`src/rtl/piso_tx.sv`:
```
// Parallel-in/serial-out UART transmitter: shifts a pre-built frame out LSB-first,
// holding each bit for OVERSAMPLE baud_clk ticks.
module piso_tx #(
    parameter int OVERSAMPLE = 16,
    parameter int FRAME_BITS = 11
) (
    input  logic                  baud_clk,
    input  logic                  reset_n,
    input  logic                  tx_start,
    input  logic [FRAME_BITS-1:0] data_parll,
    output logic                  data_tx,
    output logic                  active_flag,
    output logic                  done_flag
);

    localparam int TICK_W = (OVERSAMPLE > 1) ? $clog2(OVERSAMPLE) : 1;
    localparam int BIT_W  = (FRAME_BITS > 1) ? $clog2(FRAME_BITS) : 1;
    localparam logic [TICK_W-1:0] TICK_LAST = TICK_W'(OVERSAMPLE - 1);
    localparam logic [BIT_W-1:0]  BIT_LAST  = BIT_W'(FRAME_BITS - 1);

    typedef enum logic [1:0] {
        S_IDLE  = 2'd0,
        S_SHIFT = 2'd1,
        S_DONE  = 2'd2
    } state_t;

    state_t              r_state;
    logic [TICK_W-1:0]   r_tick;
    logic [BIT_W-1:0]    r_bit;
    logic                r_tx;
    logic                r_active;
    logic                r_done;
    // Holds the bits still to be sent; bit0 goes straight to r_tx at the latch.
    logic [FRAME_BITS-2:0] r_shift;

    state_t              w_state_nxt;
    logic [TICK_W-1:0]   w_tick_nxt;
    logic [BIT_W-1:0]    w_bit_nxt;
    logic                w_tx_nxt;
    logic                w_active_nxt;
    logic                w_done_nxt;
    logic                w_load;
    logic                w_shift_en;

    always_ff @(posedge baud_clk or negedge reset_n) begin
        if (!reset_n) begin
            r_state  <= S_IDLE;
            r_tick   <= '0;
            r_bit    <= '0;
            r_tx     <= 1'b1;
            r_active <= 1'b0;
            r_done   <= 1'b0;
        end else begin
            r_state  <= w_state_nxt;
            r_tick   <= w_tick_nxt;
            r_bit    <= w_bit_nxt;
            r_tx     <= w_tx_nxt;
            r_active <= w_active_nxt;
            r_done   <= w_done_nxt;
        end
    end

    // Pure datapath: only ever observed after a fresh latch, so no reset needed.
    always_ff @(posedge baud_clk) begin
        if (w_load) begin
            r_shift <= data_parll[FRAME_BITS-1:1];
        end else if (w_shift_en) begin
            r_shift <= {1'b1, r_shift[FRAME_BITS-2:1]};
        end
    end

    always_comb begin
        w_state_nxt  = r_state;
        w_tick_nxt   = r_tick;
        w_bit_nxt    = r_bit;
        w_tx_nxt     = r_tx;
        w_active_nxt = r_active;
        w_done_nxt   = r_done;
        w_load       = 1'b0;
        w_shift_en   = 1'b0;

        case (r_state)
            S_IDLE: begin
                w_tx_nxt     = 1'b1;
                w_active_nxt = 1'b0;
                w_done_nxt   = 1'b0;
                if (tx_start) begin
                    w_load       = 1'b1;
                    w_tx_nxt     = data_parll[0];
                    w_active_nxt = 1'b1;
                    w_tick_nxt   = '0;
                    w_bit_nxt    = '0;
                    w_state_nxt  = S_SHIFT;
                end
            end
            S_SHIFT: begin
                if (r_tick == TICK_LAST) begin
                    w_tick_nxt = '0;
                    if (r_bit == BIT_LAST) begin
                        w_tx_nxt     = 1'b1;
                        w_active_nxt = 1'b0;
                        w_done_nxt   = 1'b1;
                        w_bit_nxt    = '0;
                        w_state_nxt  = S_DONE;
                    end else begin
                        w_shift_en = 1'b1;
                        w_tx_nxt   = r_shift[0];
                        w_bit_nxt  = r_bit + 1'b1;
                    end
                end else begin
                    w_tick_nxt = r_tick + 1'b1;
                end
            end
            S_DONE: begin
                w_tx_nxt     = 1'b1;
                w_active_nxt = 1'b0;
                w_done_nxt   = 1'b0;
                w_state_nxt  = S_IDLE;
            end
            default: begin
                w_tx_nxt     = 1'b1;
                w_active_nxt = 1'b0;
                w_done_nxt   = 1'b0;
                w_tick_nxt   = '0;
                w_bit_nxt    = '0;
                w_state_nxt  = S_IDLE;
            end
        endcase
    end

    assign data_tx     = r_tx;
    assign active_flag = r_active;
    assign done_flag   = r_done;

endmodule

```
`config.mk`:
```
export PLATFORM = sky130hd
export DESIGN_NAME = piso_tx
export DESIGN_NICKNAME = d
export VERILOG_FILES = /design/src/rtl/piso_tx.sv
export SDC_FILE = /design/constraint.sdc
export NUM_CORES = 1
export LEC_CHECK = 0
export BUFFER_PORTS_ARGS = -buffer_cell sky130_fd_sc_hd__buf_2
export CAP_MARGIN = 0
export CORE_MARGIN = 10
export CORE_UTILIZATION = 39
export CTS_BUF_LIST = sky130_fd_sc_hd__clkbuf_4 sky130_fd_sc_hd__clkbuf_8
export CTS_CLUSTER_SIZE = 10
export DETAILED_ROUTE_END_ITERATION = 10
export SLEW_MARGIN = 10
export SYNTH_ARGS = -nofsm -noshare
export SYNTH_HDL_FRONTEND = slang
export SYNTH_SLANG_ARGS = --single-unit
export TNS_END_PERCENT = 50
```
`constraint.sdc`:
```
create_clock -name baud_clk -period 1.9 [get_ports baud_clk]
set_clock_uncertainty 0.2 [all_clocks]
set_input_delay 0.19 -clock baud_clk [delete_from_list [all_inputs] [get_ports baud_clk]]
set_output_delay 0.19 -clock baud_clk [all_outputs]
set_load 0.02 [all_outputs]
```
After elaboration in Yosys (flattened, before gate mapping)
Cells that the tools add are included. Widths: inputs -> output; s select.

Equality and inequality tests: 7. Add/subtract/negate cells: 2. Bitwise logic cells: 1. Muxes and demuxes: 27. Reduce and logical (&&, ||, !) cells: 6.

Operators by type and width (number): $pmux 4 s3 (2); $mux 10 (2); $mux 4 (4); $mux 1 (13); $add 4x1->4 const B (2); $eq 4x4->1 const B (2); $mux 2 (3); $ne 2x2->1 const B (3); $reduce_and 3->1 (2); $pmux 1 s2 (2); $pmux 2 s2 (1); $reduce_and 2->1 (2); $eq 2x1->1 const B (1); $eq 2x2->1 const B (1); $logic_not 2->1 (1); $reduce_bool 2->1 (1); $not 1->1 (1).

Word-level logic and storage cells: 50. Output and inout port bits: 3. Flip-flop bits (word level): 23.

Logic depth before layout (Yosys ltp)
Gate-level depths: netlist of run 1.

Word-level depth: 6. Mapped depth: 5. Depth with buffers taken out: 5.

Worst setup path after synthesis of run 1
No wires, ideal clock.

Kind: register to register. From: register r_state[0]. To: register r_shift[0], enable pin. Library setup time: 340 ps. Path slack: 50 ps. Data required time: 1360 ps. Period minus slack after synthesis: 1850 ps. Arrival time: 1310 ps. Cell stages (with the launch flop): 5. Path through: dfrtp_1 or3b_1 buf_6 buf_12 nand2_1.

Cells in the longest elaborated chain, start to end: 3.

RTL lines: start: declaration (line 27) `state_t r_state;`; start signal: assignment (line 54) `r_state <= w_state_nxt;`; $eq 2x1->1 / $logic_not 2->1 (equally long branches) (line 82) `case (r_state)`; $mux 1 (line 82); $reduce_bool 2->1 (no line) (*); end signal: assignment (line 66) `r_shift <= data_parll[FRAME_BITS-1:1];`; end signal: assignment (line 68) `r_shift <= {1'b1, r_shift[FRAME_BITS-2:1]};`; end: declaration (line 34) `logic [FRAME_BITS-2:0] r_shift;`.

Every way passes the cells marked *; elsewhere a longest branch is shown, timed or not. A chain may end at the register's enable or synchronous reset.

Final worst setup path of run 1
From: register r_state[1]. To: register r_shift[5], data pin.

Cells in the longest elaborated chain, start to end: 3.

RTL lines: $logic_not 2->1 (line 82); $mux 1 (line 82); $mux 10 (line 65) `if (w_load) begin`.

No other way between the ends.

==> reports/metrics.yaml, run 1 <==
outcome:
  status: "complete, no violations"
timing:
  hold_viol: 0
  setup_viol: 0
  min_period_ns: 1.75
  timing.final.crit_share: 0.922
  max_clock_freq_mhz: 571
  slew_viol_final: 0
  worst_pin_slew_ns: 0.407
  rsz0062_at_grt: "no"
  finalSetupTns_ns: 0
  finalWorstSetupSlack_ns: 0.148
  maxSlewHeadroom: 0.721
worst_setup_path:
  worst-path-buf-inv: 1
  rr_startpoint: "r_state[1]"
  worst-path-stages: 3
  critPathTopFamily: "flip-flops"
  r2r_cells: 3
  critPathCaptureType: "register"
  regToRegSetupSlack_ns: 0.15
  r2r-end: "r_shift[5]"
  arrival_ns: 1.63
  critPathMaxFanout: 14
  critPathKind: "register to register"
  cp-start-kind: "register"
  cp-startpoint: "r_state[1]"
  endpoint: "r_shift[5]"
  critPathRequiredTime_ns: 1.78
  worstPathCellList: "or3b_1 -> buf_4 -> mux2_4"
  critPathMaxStageDelay_ns: 0.44
  cp_slowest_cell: "dfrtp_1"
synth:
  ys_ff_latch: 23
  synth_top_family_by_area: "simple AND/OR/NAND/NOR gates"
  synth_xor_area_frac: 0
  ys.flop_type: "dfrtp_1"
  synth_mux_area_frac: 0.105
  syn_nets: 107
  yosys.area_share.simple: 0.151
  synth_compound_area_frac: 0.120
  synth_most_common_cell: "dfrtp_1"
  synth.avg_cell_area_um2: 12.7
  yosys-top-cells-count: "12 x dfrtp_1, 10 x edfxtp_1, 8 x nand3_1, 5 x mux2_4"
  synth-seq-area-share: 0.548
  synthesis.area_mm2: 0.00114
  netlist_instances: 90
  synth_edf_count: 10
  synthArstFlopShare: 0.565
  synth_top_area_frac: 0.263
  synthAdderAreaFrac: 0.0328
  synth.distinct_cells: 35
  yosys_warnings: 0
  synth.area.top_cells: "dfrtp_1 26%, edfxtp_1 26%, mux2_4 6.6%"
  synth_top_area_cell: "dfrtp_1"
global_routing:
  overflow: 0
  antenna_found_initial: 0
  grt_pass1_vias: 904
  grt_use_total: 0.0973
  grt_max_degree: 15
  grt_pass1_wl_mm: 4.23
clock_tree:
  clockBufferDepth: 2
  post-cts-setup-buffer-count: 0
  cts_tree: "done"
  h-tree-depth: 1
  clk_root_buffer_cell: "clkbuf_4"
  cts_sinks: 23
  cts-resized-gates: 0
  clk_pin_slew_ns: 0.12
  clock_latency_ns: 0.31
  cts_buffers: 3
routing:
  drc: 0
  first_pass_iters: 4
  routed_wl_mm: 2.43
  vias: 846
  final_antenna_net_count: 0
  via_per_inst: 5.46
  drtIter0Drc: 68
  wl_per_cell_um: 15.7
layout:
  drive_gt1_frac: 0.315
  finalInstanceArea_mm2: 0.00142
  layout.nets: 142
  syn_to_final_growth_pct: 24.5
  utilization: 0.512
  antenna_cells: 0
place:
  pre_cts_ws_ns: 0.159
  place_area_mm2: 0.00129
  port_buffers: 16
  place_hpwl_mm: 1.77
  place_congestion: 0.892
pwr:
  power.density_mw_per_mm2: 548
  power.leakage_uw: 0.000586
  vdd_ir_drop_max_mv: 0.463
floorplan:
  core_region_area_mm2: 0.00278
  die_y_um: 74.2
  rows: 19
  die_area_mm2: 0.00550
  die_w_um: 74.2
  initial_core_util: 0.411
  io_pins: 17
job:
  maxCapViolCount: 0
worst_hold_path:
  min_path_type: "input port to register"
-- layout make-up --
type	instances	area (um2)
fillers	256	1360
flip-flops and latches	23	627
multi-input cells	61	468
repair buffers	34	255
well taps	31	38.8
clock buffers	3	22.5
inverters	2	7.51
clock inverters	1	5.00
-- power breakdown --
| part | internal (uW) | total [uW] | leakage [uW] | switching, uW |
|---|---|---|---|---|
| Clock | 78.7 | 226 | 0.0000177 | 147 |
| Combinational | 25.2 | 38.3 | 0.000348 | 13.1 |
| Sequential | 515 | 515 | 0.000220 | 0 |
-- layout by cell type (no fill, tap or decap), types with 2 or more instances in the layout --
cell type      instances
nor2b_1                3
o22ai_1                3
and3_1                 2
mux2_4                 5
edfxtp_1              10
a31oi_1                3
a22o_1                 2
dlygate4sd3_1         11
inv_1                  2
nand3_1                8
nand2_1                4
nand4_1                2
nor3_1                 2
buf_4                  6
buf_2                 16
ha_1                   3
dfrtp_1               12
and3b_1                2
clkbuf_4               3
mux2_2                 4
o211ai_1               2
nand2b_1               2
o21ai_0                2
-- through the flow --
stage               total power (uW)  cells  hold WS, ns
finish                           780    155       0.0193
CTS                              795    155       0.0103
floorplan                        528     90       -0.306
detailed placement               547    140       -0.106
global route                     818    155       0.0715
global placement                 547    140       -0.110
-- metal layers --
metal / track usage / up-vias / routed length, um
met5: 0 / - / 0
met4: 0.0497 / 0 / 33
met3: 0.0239 / 8 / 118
met2: 0.148 / 25 / 1180
met1: 0.125 / 397 / 1090
li1: - / 416 / -
-- worst min-delay path by stage --
stage	from	end	slack, ns	cells after the start
floorplan	reset_n	active_flag	-0.31	0
global placement	reset_n	r_tick[1]	-0.11	1
detailed placement	reset_n	r_tick[3]	-0.11	1
CTS	data_parll[0]	data_tx	0.01	3
global route	data_parll[0]	data_tx	0.07	3
finish	data_parll[0]	data_tx	0.02	3
-- kinds of logic (layout without fill, tap and decap cells) --
| group | Yosys count | count (layout) |
|---|---|---|
| compound gates | 19 | 19 |
| fa+ha+maj | 3 | 3 |
| buf+inv | 6 | 40 |
| flops | 23 | 23 |
| mux | 9 | 9 |
| simple gates | 30 | 30 |
-- flip-flops by register name, summed over array words and instances, names as in the netlist --
name,count
done_flag,1
r_state,2
r_shift,10
r_tick,4
active_flag,1
data_tx,1
r_bit,4
-- worst reg2reg max path: cells and delay by family, from the launching register on --
family                 cells  cell delay (ns)
muxes                      1             0.32
DFF                        1             0.44
and+or+nand+nor            1             0.36
buffers and inverters      1             0.21
-- timing repair --
item,4_1_cts,5_1_grt
hold buffers,11,0
endpoints found under the setup margin,0,0
hold endpoints to repair,23,0
No activity file was read; power rests on OpenSTA's default activity.
==> run 2: changes to the inputs <==
- CORE_MARGIN: 10 -> 2
- clock period: 1.9 -> 2.1 ns (I/O delays scaled with it)
==> run 2 against run 1 <==
Register-to-register slack better by 0.06 ns. Non-clock buffer count is 1 lower. Final cell count is 0.65% lower. Critical endpoint unchanged. Combinational power is 8.4% lower. Sequential power is 9.5% lower. Total power is 8.4% lower. Global-route usage is 5.6 points higher. Worst setup slack better by 0.064 ns. Die area is 38% lower. Critical path depth stayed put.
==> reports/metrics.yaml, run 2 (same netlist as run 1, synthesis figures left out) <==
timing:
  setup_viol: 0  # unchanged
  finalSetupTns_ns: 0  # unchanged
  rsz0062_at_grt: "no"
  slew_viol_final: 0  # unchanged
  timing.final.crit_share: 0.899  # -0.0228
  hold_viol: 0  # unchanged
  min_period_ns: 1.89  # +0.136 ns
  maxSlewHeadroom: 0.710  # -0.0115
  max_clock_freq_mhz: 529  # -7.2%
  worst_pin_slew_ns: 0.434  # +0.0268 ns
routing:
  wl_per_cell_um: 14.9  # -4.9%
  vias: 821  # -3.0%
  first_pass_iters: 4  # unchanged
  final_antenna_net_count: 0  # unchanged
  drtIter0Drc: 11  # -84%
  via_per_inst: 5.33  # -2.3%
  routed_wl_mm: 2.29  # -5.6%
  drc: 0  # unchanged
worst_setup_path:
  arrival_ns: 1.78  # +0.15 ns
  worst-path-buf-inv: 1  # unchanged
  critPathTopFamily: "flip-flops"
  critPathMaxFanout: 8  # -6
  cp-start-kind: "register"
  critPathKind: "register to register"
  critPathRequiredTime_ns: 1.99  # +0.21 ns
  critPathCaptureType: "register"
  critPathMaxStageDelay_ns: 0.49  # +0.05 ns
  worstPathCellList: "or3b_1 -> buf_4 -> mux2_4"
  cp_slowest_cell: "dfrtp_1"
pwr:
  power.density_mw_per_mm2: 509  # -7.1%
  power.leakage_uw: 0.000578  # -1.4%
  vdd_ir_drop_max_mv: 0.399  # -14%
place:
  place_hpwl_mm: 1.58  # -11%
  place_congestion: 0.787  # -12%
  port_buffers: 16  # unchanged
clock_tree:
  cts_buffers: 3  # unchanged
  cts_tree: "done"
  clock_latency_ns: 0.32  # about the same
  h-tree-depth: 1  # unchanged
  clockBufferDepth: 2  # unchanged
  clk_root_buffer_cell: "clkbuf_4"
  cts_sinks: 23  # unchanged
  clk_pin_slew_ns: 0.13  # about the same
layout:
  drive_gt1_frac: 0.309  # -0.00557
  top_register: "r_shift"
  regArea_um2: 627  # unchanged
  utilization: 0.505  # -0.00720
  multiInputGateArea_um2: 468  # unchanged
  fill_cells: 254  # -0.78%
  syn_to_final_growth_pct: 22.8
  largest_reg_flops: 10  # unchanged
  layout.nets: 141  # -0.70%
  layout_commonest_cell: "buf_2"
  reg_top3: "r_shift x10, r_bit x4, r_tick x4"
  most-common-layout-cells: "16 x buf_2, 12 x dfrtp_1, 11 x dlygate4sd3_1, 10 x edfxtp_1, 8 x nand3_1"
  antenna_cells: 0  # unchanged
worst_hold_path:
  min_path_type: "input port to register"
global_routing:
  grt_max_degree: 14  # -1
  grt_pass1_wl_mm: 3.80  # -10%
  grt_pass1_vias: 856  # -5.3%
  antenna_found_initial: 0  # unchanged
  grt_use_total: 0.153  # +0.0556
  overflow: 0  # unchanged
floorplan:
  initial_core_util: 0.411  # unchanged
  io_pins: 17  # unchanged
  die_y_um: 58.2  # -22%
  die_w_um: 58.2  # -22%
  core_region_area_mm2: 0.00278  # unchanged
  rows: 19  # unchanged
  die_area_mm2: 0.00338  # -38%
outcome:
  status: "complete, no violations"
job:
  maxCapViolCount: 0  # unchanged
run 2: worst register-to-register path: stages (launching register included):
cell and delay, ns:
dfrtp_1 0.49, or3b_1 0.47, buf_4 0.21, mux2_4 0.30
run 2: per-stage QoR:
step | area [um2] | setup WS, ns | total power, uW | hold slack [ns] | std cells
after CTS | 1400 | 0.203 | 723 | 0.00506 | 154
after global placement | 1270 | 0.243 | 495 | -0.0884 | 139
after global routing | 1400 | 0.147 | 745 | 0.0365 | 154
final | 1400 | 0.211 | 714 | 0.0212 | 154
after floorplan | 1140 | 0.250 | 478 | -0.286 | 90
after detailed placement | 1270 | 0.222 | 495 | -0.0829 | 139
run 2: what timing repair did:
item / in CTS / in global routing
setup buffers: 0 / 0
hold buffers: 11 / 0
resized for setup: 0 / 0
hold endpoints to repair: 23 / 0
run 2: area by class of cell:
type | count | share of cell area
sequential | 23 | 0.447
tap | 31 | 0.0276
inverter | 2 | 0.00535
multi-input combinational | 61 | 0.333
clock inverter | 1 | 0.00357
timing repair buffer | 33 | 0.168
clock buffer | 3 | 0.0160
run 2: path summary, 6_finish.rpt:
| kind | startpoint | endpoint | slack (ns) | depth (start not counted) |
|---|---|---|---|---|
| min in group asynchronous | reset_n | active_flag | 0.09 | 2 |
| min | data_parll[0] | data_tx | 0.02 | 3 |
| max reg2reg | r_state[0] | r_shift[5] | 0.21 | 3 |
| min reg2reg | data_tx | data_tx | 0.31 | 2 |
| max | r_state[0] | r_shift[5] | 0.21 | 3 |
| max in group asynchronous | reset_n | data_tx | 1.33 | 2 |
run 2: per-layer routing:
| metal | share of wire | up-vias | global-route usage | wire [um] |
|---|---|---|---|---|
| li1 | - | 410 | - | - |
| met1 | 0.46 | 391 | 0.183 | 1050 |
| met2 | 0.49 | 16 | 0.255 | 1130 |
| met3 | 0.033 | 4 | 0.0335 | 75 |
| met4 | 0.016 | 0 | 0.0831 | 36 |
| met5 | 0 | - | 0 | 0 |
run 2: report_power, final:
group	switching [uW]	internal [uW]	leakage (uW)	total (uW)
clock network	142	71.4	0.0000177	213
logic	12.3	22.8	0.000340	35.1
registers	0	466	0.000220	466
total	154	560	0.000578	714
